File: src/rtl/intr_ctrl.sv
`default_nettype none
// ============================================================================
// Module   : intr_ctrl
// Brief    : Prioritized 8-source interrupt controller that drives the MCU's INT_R.
//            Optional macro INTC_SYNC_EN adds a 2-flop input synchronizer.
// Revision : 1.0 - initial release
// ============================================================================
module intr_ctrl #(
  parameter int         NUM_SRC   = 8,
  parameter logic [7:0] BASE_ADDR = 8'h30,
  parameter int         HOLDOFF   = 4
) (
  input  logic               clk,
  input  logic               rst,
  input  logic [NUM_SRC-1:0] irq_in,
  input  logic [7:0]         port_id,
  input  logic [7:0]         out_port,
  input  logic               io_strb,
  output logic [7:0]         in_port_data,
  output logic               rd_hit,
  output logic               int_r
);

  localparam logic [3:0] c_hold_init = (HOLDOFF == 0) ? 4'd0 : 4'(HOLDOFF - 1);

  typedef enum logic [1:0] {
    ST_IDLE   = 2'd0,
    ST_ASSERT = 2'd1,
    ST_HOLD   = 2'd2
  } state_t;

  logic [NUM_SRC-1:0] w_irq_s;
  logic [NUM_SRC-1:0] r_irq_d;
  logic [NUM_SRC-1:0] w_rise;
  logic [NUM_SRC-1:0] r_pending;
  logic [NUM_SRC-1:0] r_mask;
  logic [NUM_SRC-1:0] w_masked;
  logic [NUM_SRC-1:0] w_wr_data;
  logic [NUM_SRC-1:0] w_set;
  logic [NUM_SRC-1:0] w_clr;
  logic [7:0]         w_offset;
  logic               w_wr_status;
  logic               w_wr_mask;
  logic               w_wr_force;
  logic               w_active;
  logic [7:0]         w_vector;
  logic [7:0]         w_status_rd;
  logic [7:0]         w_mask_rd;
  state_t             r_state;
  state_t             w_state_nxt;
  logic [3:0]         r_cnt;
  logic [3:0]         w_cnt_nxt;

`ifdef INTC_SYNC_EN
  logic [NUM_SRC-1:0] r_sync_meta;
  logic [NUM_SRC-1:0] r_sync_out;

  always_ff @(posedge clk or posedge rst) begin
    if (rst) begin
      r_sync_meta <= '0;
      r_sync_out  <= '0;
    end else begin
      r_sync_meta <= irq_in;
      r_sync_out  <= r_sync_meta;
    end
  end

  assign w_irq_s = r_sync_out;
`else
  assign w_irq_s = irq_in;
`endif

  // Offset arithmetic wraps, so a window near 8'hFF still decodes correctly.
  assign w_offset    = port_id - BASE_ADDR;
  assign rd_hit      = (w_offset[7:2] == 6'd0);
  assign w_wr_status = io_strb && rd_hit && (w_offset[1:0] == 2'd0);
  assign w_wr_mask   = io_strb && rd_hit && (w_offset[1:0] == 2'd1);
  assign w_wr_force  = io_strb && rd_hit && (w_offset[1:0] == 2'd3);
  assign w_wr_data   = out_port[NUM_SRC-1:0];

  assign w_rise = w_irq_s & ~r_irq_d;
  assign w_clr  = w_wr_status ? w_wr_data : '0;
  assign w_set  = w_rise | (w_wr_force ? w_wr_data : '0);

  always_ff @(posedge clk or posedge rst) begin
    if (rst) begin
      r_irq_d   <= '0;
      r_pending <= '0;
      r_mask    <= '0;
    end else begin
      r_irq_d   <= w_irq_s;
      // Set terms are OR'd last so a same-cycle event beats a clear.
      r_pending <= (r_pending & ~w_clr) | w_set;
      if (w_wr_mask) begin
        r_mask <= w_wr_data;
      end
    end
  end

  assign w_masked = r_pending & r_mask;
  assign w_active = |w_masked;

  always_comb begin
    w_vector = 8'hFF;
    for (int i = NUM_SRC - 1; i >= 0; i--) begin
      if (w_masked[i]) begin
        w_vector = 8'(i);
      end
    end
  end

  always_comb begin
    w_status_rd                = 8'h00;
    w_status_rd[NUM_SRC-1:0]   = r_pending;
    w_mask_rd                  = 8'h00;
    w_mask_rd[NUM_SRC-1:0]     = r_mask;
    in_port_data               = 8'h00;
    if (rd_hit) begin
      case (w_offset[1:0])
        2'd0:    in_port_data = w_status_rd;
        2'd1:    in_port_data = w_mask_rd;
        2'd2:    in_port_data = w_vector;
        default: in_port_data = 8'h00;
      endcase
    end
  end

  always_ff @(posedge clk or posedge rst) begin
    if (rst) begin
      r_state <= ST_IDLE;
      r_cnt   <= 4'd0;
    end else begin
      r_state <= w_state_nxt;
      r_cnt   <= w_cnt_nxt;
    end
  end

  always_comb begin
    w_state_nxt = r_state;
    w_cnt_nxt   = r_cnt;
    case (r_state)
      ST_IDLE: begin
        if (w_active) begin
          w_state_nxt = ST_ASSERT;
        end
      end
      ST_ASSERT: begin
        if (!w_active) begin
          if (HOLDOFF == 0) begin
            w_state_nxt = ST_IDLE;
          end else begin
            w_state_nxt = ST_HOLD;
            w_cnt_nxt   = c_hold_init;
          end
        end
      end
      ST_HOLD: begin
        // Holdoff gives RETIE time to complete before a new request.
        if (r_cnt == 4'd0) begin
          w_state_nxt = ST_IDLE;
        end else begin
          w_cnt_nxt = r_cnt - 4'd1;
        end
      end
      default: begin
        w_state_nxt = ST_IDLE;
        w_cnt_nxt   = 4'd0;
      end
    endcase
  end

  assign int_r = (r_state == ST_ASSERT);

endmodule
`default_nettype wire

File: config.mk
export PLATFORM = sky130hd
export DESIGN_NAME = intr_ctrl
export DESIGN_NICKNAME = d
export VERILOG_FILES = /design/src/rtl/intr_ctrl.sv
export SDC_FILE = /design/constraint.sdc
export NUM_CORES = 1
export LEC_CHECK = 0
export ABC_AREA = 1
export ABC_CLOCK_PERIOD_IN_PS = 1900
export CAP_MARGIN = 20
export CORE_MARGIN = 2
export CORE_UTILIZATION = 50
export DETAILED_ROUTE_END_ITERATION = 10
export PLACE_DENSITY = 0.78
export SLEW_MARGIN = 20
export SYNTH_ARGS = -nofsm -noshare
export SYNTH_HDL_FRONTEND = slang
export SYNTH_SLANG_ARGS = --single-unit
File: constraint.sdc
create_clock -name clk -period 1.9 [get_ports clk]
set_clock_uncertainty 0.05 [all_clocks]
set_input_delay 0.57 -clock clk [delete_from_list [all_inputs] [get_ports clk]]
set_output_delay 0.57 -clock clk [all_outputs]
set_load 0.02 [all_outputs]
==> key figures, run 1 <==
Run status
  • Run status: complete, but fails checks
  • Failing checks: negative setup slack

Route
  • Residual DRC count: 0
  • Vias per std cell: 4.96
  • WL/cell: between 10 and 15 um
  • DR iter-0 viols: 99
  • Antenna Nets Post-Route: 0
  • Drt first pass iters: 4
  • Via Count: 1,791
  • Routed wire length: 4730 um

STA
  • Worst-margin pin slew: approximately 0.38 ns
  • Slew Limit Headroom: 0.746
  • Fraction of the cycle the final worst path needs: 1.15
  • Max-slew violations: 0
  • Crit path time final: around 2.2 ns
  • Max Fclk: roughly 460 MHz
  • PnR worst setup slack: -0.281 ns
  • RSZ-0062 raised after global routing: yes
  • Post-Route Setup TNS: -2.03 ns
  • Final Hold Fails: 0
  • Setup Viol. Count Final: 8

Worst setup path
  • Critical path, cell by cell: nand2_2 > nand2_2 > nor2_4 > nand3_4 > a31oi_4 > buf_6
  • CP max stage delay: 0.41 ns
  • Req. time, crit path: between 1 and 1.5 ns
  • Critical Path Slowest Stage Cell: dfrtp_1
  • Critical path arrival: about 1.6 ns
  • Crit path launch: r_pending[5]$_DFF_PP0_
  • Critical path launch point type: flip-flop
  • Crit Path Max Fanout: 5
  • Setup CP Type: reg -> out
  • R2R depth: 10
  • CP Capture Type: output port
  • CP endpoint: in_port_data[7]
  • Reg2reg end: r_cnt[3]$_DFFE_PP0P_
  • CP most frequent cell: nand2_2
  • Worst r2r src: r_pending[5]$_DFF_PP0_
  • Reg2reg setup slack: 0.19 ns

GRT
  • Largest net degree at the start of global routing: 31
  • Gr ovfl total: 0
  • Overall Global Routing Usage: 0.254
  • Initial antenna violation count: 0
  • Vias in the first global route: ~1,800
  • First-pass GRT wire length: ~8000 um

Clock network
  • Num CTS Buffers: 5
  • CTS root buf: clkbuf_4
  • CTS tree: built
  • Clock Latency Late Sink: 0.32 ns
  • Max clock buf depth: 2
  • Clk slew on worst S/H paths: 0.09 ns
  • CTS Sinks: 30
  • Hold-fix buffers, CTS: 0
  • H-Tree Depth: 2

Cells and area
  • Post-route cell area: between 2000 and 3000 um2
  • Synthesis-to-layout area growth: 57.6%
  • Most frequent cells in the layout: 75 x nand2_1, 38 x inv_1, 37 x buf_4, 30 x dfrtp_1, 18 x clkdlybuf4s50_1
  • Most common cell after layout, fill and taps aside: nand2_1
  • ANT cells: 0
  • Share of cells above drive strength 1: 0.362
  • Final-stage net count: roughly 350

Placed design
  • Cell Area, Placed: 2490 um2
  • Routability cong.: ~0.8
  • Number of port buffers: 36
  • Hpwl dp: ~3200 um

Floorplanning
  • Starting Density: 0.517
  • Die Height: ~63 um
  • Std-Cell Rows: 21
  • Die width: around 63 um
  • Die Area: just under 4000 um2
  • Core area: 3310 um2
  • I/O pin count: 37

Power
  • Worst vdd ir: 503 uV
  • PD cells: approximately 680 nW/um2
  • Power Total: between 1.5 and 2 mW
  • Pleak: around 1.3 nW
  • Sequential power share: 0.416
  • Switch Pwr: 0.689 mW
  • Int Pwr: roughly 1.1 mW
  • Clock network fraction of total power: 0.197
  • Sw Share: 0.377
  • Comb power frac: 0.387

Logic synthesis
  • Syn_area_per_cell: about 7.4 um2
  • Mapped cell area: roughly 1700 um2
  • Synth Instances: between 200 and 250
  • Yosys warnings: 0
  • Post-Syn Nets: between 200 and 300
  • Sequential element share of the synthesized area: 0.438
  • Synth Register Bits: 30
  • Count of different cell masters after synthesis: 19

Run
  • Total of max-cap violations: 0

Worst hold path
  • Hold Crit Class: reg -> reg
registers in the layout (all words and copies together) (netlist names):
register   count
r_cnt          4
r_irq_d        8
r_mask         8
r_pending      8
r_state        2
routing by layer:
| metal | global-route usage | part of all wire |
|---|---|---|
| met3 | 0.0739 | 0.062 |
| met2 | 0.433 | 0.52 |
| met1 | 0.301 | 0.40 |
| met5 | 0 | 0 |
| met4 | 0.100 | 0.013 |
logic make-up (layout without fill, tap and decap cells):
| kind of cell | after synthesis | in the layout | share of synthesized area |
|---|---|---|---|
| xor+xnor | 1 | 1 | 0.00511 |
| buf+inv | 46 | 131 | 0.105 |
| compound gates | 34 | 34 | 0.122 |
| fa+ha+maj | 5 | 5 | 0.0365 |
| flops | 30 | 30 | 0.438 |
| simple gates | 114 | 114 | 0.293 |
how the worst min path moves through the flow:
| stage | startpoint | to | slack (ns) | depth (start not counted) |
|---|---|---|---|---|
| 4_1_cts | r_cnt[1]$_DFFE_PP0P_ | r_cnt[1]$_DFFE_PP0P_ | 0.45 | 2 |
| 3_5_place_dp | r_cnt[1]$_DFFE_PP0P_ | r_cnt[1]$_DFFE_PP0P_ | 0.43 | 2 |
| 5_1_grt | r_cnt[1]$_DFFE_PP0P_ | r_cnt[1]$_DFFE_PP0P_ | 0.51 | 2 |
| 2_1_floorplan | r_cnt[1]$_DFFE_PP0P_ | r_cnt[1]$_DFFE_PP0P_ | 0.40 | 2 |
| 3_3_place_gp | r_cnt[1]$_DFFE_PP0P_ | r_cnt[1]$_DFFE_PP0P_ | 0.43 | 2 |
| 6_report | r_cnt[1]$_DFFE_PP0P_ | r_cnt[1]$_DFFE_PP0P_ | 0.45 | 2 |
cell type report:
cell class / instances / area (um2)
flip-flops and latches: 30 / 751
clock buffers: 5 / 37.5
inverters: 45 / 174
well taps: 46 / 57.6
repair buffers: 79 / 686
clock inverters: 2 / 15.0
multi-input cells: 154 / 980
fillers: 214 / 611
cell usage after synthesis:
library cell,count,area share
nand2_1,88,0.19
inv_1,43,0.094
dfrtp_1,30,0.44
o21ai_0,17,0.050
nand3_1,14,0.041
o21ai_2,8,0.041
a31oi_1,7,0.026
ha_1,5,0.037
nand2_2,3,0.011
nor2_1,3,0.0066
a21oi_1,2,0.0058
clkinv_1,2,0.0044
nor2_2,2,0.0073
buf_6,1,0.0066
nand2_4,1,0.0066
nand4_1,1,0.0037
nand4_4,1,0.012
nor2_8,1,0.012
xor2_1,1,0.0051
what timing repair did:
action,CTS,global route
setup buffers,6,4
resized for setup,107,10
pin swaps,11,10
hold endpoints to repair,0,0
setup endpoints to repair,10,9
cloned,2,0
worst max-delay path, delay by kind of cell, from the launching register on:
kind	cells	cell delay (ns)
flops	1	0.41
buf+inv	1	0.14
compound gates	1	0.19
simple gates	4	0.50
power groups by stage:
stage | Clock (mW) | Sequential (mW) | Combinational, mW
after floorplan | 0 | 0.758 | 0.429
after global placement | 0 | 0.762 | 0.643
after detailed placement | 0 | 0.768 | 0.659
after CTS | 0.370 | 0.756 | 0.687
after global routing | 0.397 | 0.767 | 0.803
final | 0.360 | 0.759 | 0.707
stage by stage:
step / hold WS (ns) / utilization / worst slack (ns) / std cells
3_5_place_dp: 0.432 / 0.751 / -1.12 / 342
6_report: 0.446 / 0.816 / -0.281 / 361
3_3_place_gp: 0.428 / 0.751 / -1.05 / 342
4_1_cts: 0.455 / 0.802 / -0.304 / 357
5_1_grt: 0.511 / 0.816 / -0.351 / 361
2_1_floorplan: 0.403 / - / -0.117 / 230
No activity file was read; power rests on OpenSTA's default activity.
==> run 2, diff against run 1 <==
--- a/config.mk
+++ b/config.mk
@@ -7,10 +7,10 @@
 export LEC_CHECK = 0
 export ABC_AREA = 1
 export ABC_CLOCK_PERIOD_IN_PS = 1900
-export CAP_MARGIN = 20
 export CORE_MARGIN = 2
 export CORE_UTILIZATION = 50
 export DETAILED_ROUTE_END_ITERATION = 10
+export GPL_TIMING_DRIVEN = 1
 export PLACE_DENSITY = 0.78
 export SLEW_MARGIN = 20
 export SYNTH_ARGS = -nofsm -noshare
==> results of run 2 <==
The final DEF is identical to that of run 1; final timing and power are the same.
==> run 3, diff against run 2 <==
--- a/config.mk
+++ b/config.mk
@@ -5,12 +5,11 @@
 export SDC_FILE = /design/constraint.sdc
 export NUM_CORES = 1
 export LEC_CHECK = 0
-export ABC_AREA = 1
+export ABC_AREA = 0
 export ABC_CLOCK_PERIOD_IN_PS = 1900
 export CORE_MARGIN = 2
-export CORE_UTILIZATION = 50
+export CORE_UTILIZATION = 49
 export DETAILED_ROUTE_END_ITERATION = 10
-export GPL_TIMING_DRIVEN = 1
 export PLACE_DENSITY = 0.78
 export SLEW_MARGIN = 20
 export SYNTH_ARGS = -nofsm -noshare
==> run 3 against run 2 <==
Net effect:
- the flow still finishes with violations (negative setup slack)
- wire length rose by 21%
- first-iteration DRC count grew 93%
- count of clock-buffer cells in the layout increased by 2
- die area fell by 4.9%
- worst setup slack worse by 0.60 ns
- core utilization rose by 6.4 points
- maximum frequency down 22%
==> key figures, run 3 <==
Power
  • Power Total: 2.17 mW (was 1.83 mW)
  • Pleak: 1.18 nW (was 1.34 nW)
  • Worst vdd ir: 532 uV (was 503 uV)
  • PD cells: 800 nW/um2 (was 676 nW/um2)

STA
  • Worst-margin pin slew: 0.453 ns (was 0.380 ns)
  • Hold_ws: 0.485 ns (was 0.446 ns)
  • Crit path time final: 2.78 ns (was 2.18 ns)
  • Setup Viol. Count Final: 13 (was 8)
  • Fraction of the cycle the final worst path needs: 1.46 (was 1.15)
  • Final Hold Fails: 0 (unchanged)
  • Max-slew violations: 0 (unchanged)
  • RSZ-0062 raised after global routing: yes (unchanged)
  • Max Fclk: 360 MHz (was 458 MHz)
  • Slew Limit Headroom: 0.698 (was 0.746)
  • PnR worst setup slack: -0.880 ns (was -0.281 ns)

GRT
  • Gr ovfl total: 0 (unchanged)
  • Largest net degree at the start of global routing: 31 (unchanged)
  • First-pass GRT wire length: 8020 um (was 7820 um)
  • Met3 Resource Use GR: 0.0533 (was 0.0739)
  • Grt met1 use: 0.345 (was 0.301)
  • Busiest grt layer: met2 (unchanged)
  • M2 GR Usage: 0.556 (was 0.433)
  • Overall Global Routing Usage: 0.309 (was 0.254)
  • Initial antenna violation count: 0 (unchanged)
  • Vias in the first global route: 1,716 (was 1,764)

Cells and area
  • Filler cell count: 150 (was 214)
  • Final-stage net count: 283 (was 347)
  • Regs by FF count: r_irq_d: 8 flops, r_mask: 8 flops, r_pending: 8 flops (unchanged)
  • Flip-flop and latch area: 751 um2 (unchanged)
  • Most common cell after layout, fill and taps aside: buf_4 (was nand2_1)
  • Most frequent cells in the layout: 40 x buf_4, 30 x dfrtp_1, 23 x nand2_1, 18 x clkdlybuf4s50_1, 16 x buf_6 (was 75 x nand2_1, 38 x inv_1, 37 x buf_4, 30 x dfrtp_1, 18 x clkdlybuf4s50_1)
  • Synthesis-to-layout area growth: 70.0% (was 57.6%)
  • ANT cells: 0 (unchanged)
  • Share of cells above drive strength 1: 0.437 (was 0.362)
  • Area of the multi-input gates: 998 um2 (was 980 um2)

Logic synthesis
  • Post-synth top flop: dfrtp_1 (unchanged)
  • Post-Syn Nets: 195 (was 262)
  • Post-synth ARST share: 1.00 (unchanged)
  • Post-synth top area share: 0.472 (was 0.438)
  • Sequential element share of the synthesized area: 0.472 (was 0.438)
  • Mapped cell area: 1590 um2 (was 1710 um2)
  • Synth area leader: dfrtp_1 (unchanged)
  • EDFF count, synth: 0 (unchanged)
  • Most common cell in the netlist: dfrtp_1 (was nand2_1)
  • Yosys warnings: 0 (unchanged)
  • Count of different cell masters after synthesis: 40 (was 19)
  • Syn_area_per_cell: 9.76 um2 (was 7.45 um2)
  • Synth cell count leaders: 30 x dfrtp_1, 27 x nand2_1, 11 x nor2b_1, 10 x a21oi_1 (was 88 x nand2_1, 43 x inv_1, 30 x dfrtp_1, 17 x o21ai_0, 14 x nand3_1)
  • Ranking of synthesized cells by area: dfrtp_1 47%, nand2_1 6.4%, mux2_2 5.7%, a221o_1 4.4%, nor2b_1 4.3% (was dfrtp_1 44%, nand2_1 19%, inv_1 9.4%, o21ai_0 5.0%, nand3_1 4.1%)
  • Synth Register Bits: 30 (unchanged)
  • Synth Instances: 163 (was 230)

Clock network
  • CTS tree: built (unchanged)
  • Clock Latency Late Sink: 0.38 ns (was 0.32 ns)
  • H-Tree Depth: 2 (unchanged)
  • Max clock buf depth: 2 (unchanged)
  • CTS Sinks: 30 (unchanged)
  • CTS root buf: clkbuf_4 (unchanged)
  • Clk slew on worst S/H paths: 0.10 ns (was 0.09 ns)
  • Num CTS Buffers: 5 (unchanged)

Worst setup path
  • Critical path arrival: 2.16 ns (was 1.56 ns)
  • Req. time, crit path: 1.28 ns (about the same)
  • CP Capture Type: output port (unchanged)
  • Critical Path Slowest Stage Cell: a222oi_1 (was dfrtp_1)
  • CP max stage delay: 0.47 ns (was 0.41 ns)
  • Critical path, cell by cell: a222oi_1 > and4_2 > nand2_4 > a21o_1 > a21oi_4 > buf_6 (was nand2_2 > nand2_2 > nor2_4 > nand3_4 > a31oi_4 > buf_6)
  • Critical path launch point type: flip-flop (unchanged)
  • Setup CP Type: reg -> out (unchanged)
  • Crit Path Max Fanout: 5 (unchanged)

Route
  • DR iter-0 viols: 191 (was 99)
  • Antenna Nets Post-Route: 0 (unchanged)
  • Via Count: 1,740 (was 1,791)
  • Drt first pass iters: 4 (unchanged)
  • Routed wire length: 5740 um (was 4730 um)
  • Vias per std cell: 5.88 (was 4.96)
  • WL/cell: 19.4 um (was 13.1 um)
  • Residual DRC count: 0 (unchanged)

Floorplanning
  • Starting Density: 0.517 (about the same)
  • Core area: 3080 um2 (was 3310 um2)
  • Die Area: 3720 um2 (was 3910 um2)
  • Die Height: 61.0 um (was 62.5 um)
  • Die width: 61.0 um (was 62.5 um)
  • I/O pin count: 37 (unchanged)
  • Std-Cell Rows: 20 (was 21)

Placed design
  • Hpwl dp: 3570 um (was 3180 um)
  • Number of port buffers: 36 (unchanged)
  • Routability cong.: 0.884 (was 0.815)

Worst hold path
  • Hold Crit Class: reg -> reg (unchanged)

Run status
  • Run status: complete, but fails checks (unchanged)
  • Failing checks: negative setup slack (unchanged)

Run
  • Total of max-cap violations: 0 (unchanged)
-- run 3: cells by family after synthesis --
family	Yosys count	synth area share
AO/OA/AOI/OAI	45	0.200
flip-flops	30	0.472
multiplexers	10	0.0692
buffers and inverters	13	0.0307
adder cells (fa/ha/maj)	5	0.0393
AND/OR/NAND/NOR	60	0.189
-- run 3: power by group --
part	internal, mW	switching [mW]	total [mW]
combinational	0.423	0.453	0.876
clock	0.279	0.246	0.525
sequential	0.706	0.0582	0.765
total	1.41	0.758	2.17
-- run 3: final timing paths --
path	start	to	slack [ns]	cells after the start
worst max-delay path	r_pending[3]$_DFF_PP0_	in_port_data[5]	-0.88	6
worst min-delay path	r_cnt[1]$_DFFE_PP0P_	r_cnt[1]$_DFFE_PP0P_	0.49	2
worst max register to register	r_pending[3]$_DFF_PP0_	r_cnt[2]$_DFFE_PP0P_	-0.35	6
worst min register to register	r_cnt[1]$_DFFE_PP0P_	r_cnt[1]$_DFFE_PP0P_	0.49	2
max in group asynchronous	rst	r_state[1]$_DFFE_PP0P_	0.98	3
min in group asynchronous	rst	r_pending[1]$_DFF_PP0_	0.51	3
-- run 3: worst max-delay path: cells and delay by family (launching register included) --
kind	cells	cell delay, ns
buffers and inverters	1	0.13
and+or+nand+nor	2	0.43
DFF	1	0.42
AOI/OAI and AO/OA	3	0.82
-- run 3: cell type report --
| type | count | area share |
|---|---|---|
| sequential | 30 | 0.277 |
| clock buffer | 7 | 0.0166 |
| clock inverter | 1 | 0.0111 |
| timing repair buffer | 84 | 0.288 |
| tap | 44 | 0.0203 |
| inverter | 10 | 0.0176 |
| multi-input combinational | 120 | 0.369 |
-- run 3: repair_timing --
item / CTS / global route
endpoints found under the hold margin: 0 / 0
cloned: 1 / 0
setup buffers: 5 / 6
hold buffers: 0 / 0
pin swaps: 21 / 8
endpoints found under the setup margin: 30 / 21
gates resized for setup: 101 / 14
-- run 3: stage by stage --
stage | utilization | cell area, um2 | std cells | TNS, ns | setup slack (ns)
detailed placement | 0.791 | 2440 | 280 | -18.22 | -1.17
CTS | 0.856 | 2640 | 293 | -5.79 | -0.789
floorplan | - | 1730 | 163 | -1.99 | -0.299
global placement | 0.791 | 2440 | 280 | -16.81 | -1.11
finish | 0.879 | 2710 | 296 | -6.71 | -0.880
global route | 0.879 | 2710 | 296 | -7.41 | -0.922
-- run 3: per-layer routing --
metal | up-vias | part of all wire | wire length [um]
met2 | 86 | 0.51 | 2940
met1 | 862 | 0.38 | 2170
met4 | 0 | 0.037 | 214
li1 | 773 | - | -
met3 | 19 | 0.071 | 406
met5 | - | 0 | 0
==> RTL change 1 (config.mk and constraints of run 3) <==
The 3 states of `state_t` get a one-hot encoding in 3 bits.
--- a/src/rtl/intr_ctrl.sv
+++ b/src/rtl/intr_ctrl.sv
@@ -23,10 +23,10 @@
 
   localparam logic [3:0] c_hold_init = (HOLDOFF == 0) ? 4'd0 : 4'(HOLDOFF - 1);
 
-  typedef enum logic [1:0] {
-    ST_IDLE   = 2'd0,
-    ST_ASSERT = 2'd1,
-    ST_HOLD   = 2'd2
+  typedef enum logic [2:0] {
+    ST_IDLE   = 3'b001,
+    ST_ASSERT = 3'b010,
+    ST_HOLD   = 3'b100
   } state_t;
 
   logic [NUM_SRC-1:0] w_irq_s;
Formal check against the unedited RTL: same outputs for any inputs over 10 cycles, from zero or initial values and one cycle with rst high; not proved beyond that.
==> RTL change 1 against run 3 <==
Die area increased by 2.4%; final area increased by 2.5%; final cell count decreased by 1.4%; power decreased by 1.7%; area after synthesis increased by 2.6%; utilization increased by 1.4 points; sequential cell count increased by 1; worst hold slack got worse by 50 ps; wire length increased by 12%; count of clock-buffer cells in the layout decreased by 1; the run still ends with setup timing left; worst setup slack improved by 350 ps; critical path depth decreased by 1; critical path type unchanged.
==> RTL change 1: results (changes against run 3) <==
clocking:
  htreeDepth: 2  # unchanged
  clk_latency_ps: 350  # -30 ps
  cts-root-buf: "clkbuf_4"
  cts_buffer_depth: 2  # unchanged
  cts_made_buffers: 5  # unchanged
  cts.clk_slew.worst_paths_ps: 100  # about the same
sta:
  fin_setup_tns_ps: -4150  # +2560 ps
  worstMarginPinSlew_ps: 419  # -34.0 ps
  setup_slack_ps: -535  # +345 ps
  setup_viol: 10  # -3
placement:
  place_inst: 268  # -4.3%
  gp_congestion: 0.903  # +2.1%
  hpwl_um: 3460  # -3.0%
  portBuffers: 36  # unchanged
global_route:
  grt_usage_pct: 34.6  # +3.7 points
  antenna_found_initial: 0  # unchanged
  first_global_vias: 1851  # +7.9%
  grt_max_degree: 25  # -19%
  grt_pass1_wl_um: 9160  # +14%
synth:
  async_flop_share_pct: 100  # unchanged
  syn-num-nets: 183  # -6.2%
  synth_edf_count: 0  # unchanged
  synthTopCellsByCount: "dfrtp_1 (30), nand2_1 (15), nor2b_1 (9), a221o_1 (8), mux2_2 (8)"
  synth_cell_type_count: 46  # +15%
  seq_area_frac_synth_pct: 47.6  # +0.42 points
  synthFlopType: "dfrtp_1"
  synth_area_leaders: "dfrtp_1 (46%), mux2_2 (5.5%), a221o_1 (4.9%)"
  avgSynthCellArea_um2: 10.5  # +7.9%
  yosysWarnings: 0  # unchanged
power:
  p_leak_nw: 1.21  # +2.1%
  vdd_drop_max_mv: 0.722  # +36%
finish:
  nets: 276  # -2.5%
  largestRegisters: "r_irq_d: 8 flops, r_mask: 8 flops, r_pending: 8 flops"
  diodes: 0  # unchanged
  fillers: 138  # -8.0%
  drive_above_1_share_pct: 50.0  # +6.3 points
  final_cells: 292  # -1.4%
setup_path:
  cpMaxStageDelayCell: "dfrtp_1"
  cp.arrival_ps: 1810  # -350 ps
  critPathMaxStageDelay_ps: 420  # -50 ps
  crit_family: "compound AO/OA/AOI/OAI gates"
  critPathMaxFanout: 6  # +1
status:
  violations: "setup timing"
  status: "finished with violations"
drt:
  viasPerCell: 6.18  # +5.1%
  wl_um: 6400  # +12%
  dr.first_iter.drc_count: 172  # -9.9%
  drt_first_pass_iters: 5  # +1
worst_hold_path:
  min_path_type: "primary input to asynchronous set/reset pin"
[RTL change 1: cell count changes after synthesis, sizes merged, moves of 3 or more]
cell | before | now
a21o | 4 | 0
a21oi | 10 | 4
buf | 1 | 6
ha | 5 | 1
mux2i | 2 | 5
nand2 | 27 | 16
nand2b | 0 | 3
nand3 | 1 | 6
or3b | 0 | 4
[RTL change 1: what timing repair did]
item                       CTS  global route
gates cloned                 0             0
resized for setup           99             9
setup buffers               10             8
setup endpoints to repair   27            27
pin swaps                   18             8
[RTL change 1: path summary, 6_finish.rpt]
| path | cells past startpoint | from | to | slack [ps] |
|---|---|---|---|---|
| setup / recovery | 5 | r_mask[1] | in_port_data[7] | -530 |
| hold / removal | 2 | rst | r_state[1] | 440 |
| setup reg to reg | 6 | r_mask[1] | r_cnt[3] | 70 |
| hold reg to reg | 2 | r_cnt[1] | r_cnt[1] | 550 |
| max in group asynchronous | 3 | rst | r_pending[3] | 910 |
| min in group clk | 2 | r_cnt[1] | r_cnt[1] | 550 |
[RTL change 1: where the power goes]
part,leakage [nW],switching (W),internal [W]
logic,0.807,0.000402,0.000448
clock network,0.0383,0.000240,0.000271
registers,0.365,0.0000442,0.000724
[RTL change 1: cells by family (layout without fill, tap and decap cells)]
| family | after synthesis | in the layout | synth area share, % |
|---|---|---|---|
| fa+ha+maj | 1 | 1 | 0.766 |
| simple gates | 57 | 57 | 20.0 |
| buf+inv | 14 | 107 | 3.83 |
| flops | 31 | 31 | 47.6 |
| mux | 13 | 13 | 8.58 |
| compound gates | 38 | 38 | 18.7 |
| xor+xnor | 1 | 1 | 0.536 |
[RTL change 1: layout make-up]
type / instances / area (um^2) / share of cell area [%]
Clock buffer: 6 / 41.3 / 1.49
Clock inverter: 1 / 30.0 / 1.08
Inverter: 8 / 37.5 / 1.35
Multi-Input combinational cell: 110 / 1010 / 36.6
Sequential cell: 31 / 777 / 28.0
Tap cell: 44 / 55.1 / 1.99
Timing Repair Buffer: 92 / 817 / 29.5
[RTL change 1: metrics by stage]
| step | setup slack [ps] | hold WS, ps | utilization (%) | instance area, um^2 |
|---|---|---|---|---|
| 2_1_floorplan | -107 | 432 | - | 1770 |
| 5_1_grt | -621 | 452 | 89.4 | 2770 |
| 6_report | -535 | 435 | 89.4 | 2770 |
| 3_3_place_gp | -1070 | 455 | 78.9 | 2450 |
| 4_1_cts | -517 | 446 | 86.4 | 2680 |
| 3_5_place_dp | -1130 | 487 | 78.9 | 2450 |
[RTL change 1: per-layer routing]
| metal | part of all wire [%] | global-route usage (%) | vias to the layer above |
|---|---|---|---|
| li1 | - | - | 765 |
| met5 | 0 | 0 | - |
| met2 | 48 | 56.8 | 136 |
| met4 | 4.9 | 19.1 | 0 |
| met3 | 8.7 | 9.52 | 34 |
| met1 | 38 | 41.1 | 869 |
==> RTL change 2 (flow settings as in run 3) <==
Made on the original files. Add a define of `INTC_SYNC_EN`.
--- a/src/rtl/intr_ctrl.sv
+++ b/src/rtl/intr_ctrl.sv
@@ -5,6 +5,8 @@
 //            Optional macro INTC_SYNC_EN adds a 2-flop input synchronizer.
 // Revision : 1.0 - initial release
 // ============================================================================
+`define INTC_SYNC_EN
+
 module intr_ctrl #(
   parameter int         NUM_SRC   = 8,
   parameter logic [7:0] BASE_ADDR = 8'h30,
Behaviour: not the same (Yosys sat finds a counterexample within 4 cycles, from zero or initial values and one cycle with rst high).
==> RTL change 2 against run 3 <==
Largest cell class is now registers; sequential cell count up 16; the run still ends with setup timing left; final area grew 20%; via count up 6.9%; area after synthesis increased by 30%; worst setup slack better by 310 ps; clock power up 19%; critical path depth shrank 1; power increased by 24%; register-to-register slack gained 310 ps; wire length grew 0.61%.
==> RTL change 2: results (changes against run 3) <==
sta:
  setup_viol: 11  # -2
  setup_slack_ps: -571  # +309 ps
  relSlewSlack_pct: 73.3  # +3.5 points
finish:
  inv_count: 14  # +4
  comb.multi_input.count: 122  # +1.7%
  clock_area_share_pct: 2.89  # +0.12 points
  multi_input_area_um2: 1110  # +11%
  register_area_um2: 1150  # +53%
  non_clock_buffer_area_share_pct: 23.5  # -5.3 points
  seq_cell_count: 46  # +53%
synth:
  seq_area_frac_synth_pct: 55.8  # +8.7 points
  synth_area_leaders: "dfrtp_1 (56%), mux2_2 (4.4%), a21oi_1 (3.9%)"
  synth.area.mux_share_pct: 5.34  # -1.6 points
  synth_compound_area_share_pct: 17.7  # -2.3 points
  synthTopCellsByCount: "dfrtp_1 (46), nand2_1 (18), a21oi_1 (16), inv_1 (13), nor2_1 (9)"
  synthAdderAreaFrac_pct: 3.03  # -0.90 points
drt:
  avgRoutedWirePerCell_um: 17.9  # -7.8%
  viasPerCell: 5.76  # -2.0%
  dr.first_iter.drc_count: 126  # -34%
status:
  status: "finished with violations"
  violations: "setup timing"
worst_hold_path:
  holdPathEnd: "r_sync_out[3]"
placement:
  place_inst: 305  # +8.9%
  gp_congestion: 0.873  # -1.3%
  placed_area_um2: 2890  # +19%
global_route:
  grt_max_degree: 47  # +52%
  grt_pass1_wl_um: 8610  # +7.3%
  grt_usage_pct: 25.6  # -5.2 points
die:
  die-area_um2: 4740  # +28%
setup_path:
  cp-endpoint: "in_port_data[4]"
  rrSetupSlack_ps: -40  # +310 ps
  worstSetupStartpoint: "r_mask[7]"
clocking:
  cts-root-buf: "clkbuf_8"
-- RTL change 2: changes by cell type in the layout (fill, tap and decap cells not counted), moves of 4 or more --
cell / run 3 / this run
nor2_4: 0 / 4
clkbuf_8: 0 / 5
a22o_1: 0 / 4
and3_1: 0 / 5
clkbuf_4: 5 / 0
buf_4: 40 / 36
nand2_1: 23 / 17
a21o_1: 4 / 0
dfrtp_1: 30 / 46
a21oi_2: 1 / 5
-- RTL change 2: power by group --
group	leakage, nW	internal (W)	switching (W)
clock	0.0447	0.000266	0.000357
sequential	0.544	0.00106	0.0000586
combinational	0.816	0.000419	0.000527
-- RTL change 2: stage by stage --
step	utilization (%)	power (W)	hold slack (ps)	setup TNS [ps]	worst slack, ps
floorplan	-	0.00162	281	-2710	-258
global placement	71.8	0.00187	282	-19120	-1120
detailed placement	71.8	0.00190	286	-20090	-1170
CTS	78.0	0.00256	305	-4180	-551
global route	80.5	0.00283	315	-4910	-636
finish	80.5	0.00269	302	-4230	-571
-- RTL change 2: worst max-delay path, cell delays in order (launching register included) --
cell	delay, ps
dfrtp_1	400
a22o_1	280
nor4_4	370
nand2_4	180
a21oi_4	170
buf_6	130
-- RTL change 2: logic make-up after synthesis --
kind of cell	count (synthesis)
simple gates	56
fa+ha+maj	5
flops	46
compound gates	51
buf+inv	18
mux	10
-- RTL change 2: metal layers --
metal | global-route usage (%) | vias up | routed length (um)
li1 | - | 845 | -
met1 | 31.1 | 948 | 2390
met2 | 44.5 | 56 | 3020
met3 | 6.33 | 11 | 250
met4 | 8.82 | 0 | 112
met5 | 0 | - | 0
-- RTL change 2: what timing repair did --
item                       4_1_cts  5_1_grt
buffers inserted                 6        9
pin swaps                        8        9
setup endpoints to repair       31       25
cloned                           0        0
gates resized for setup        108       23
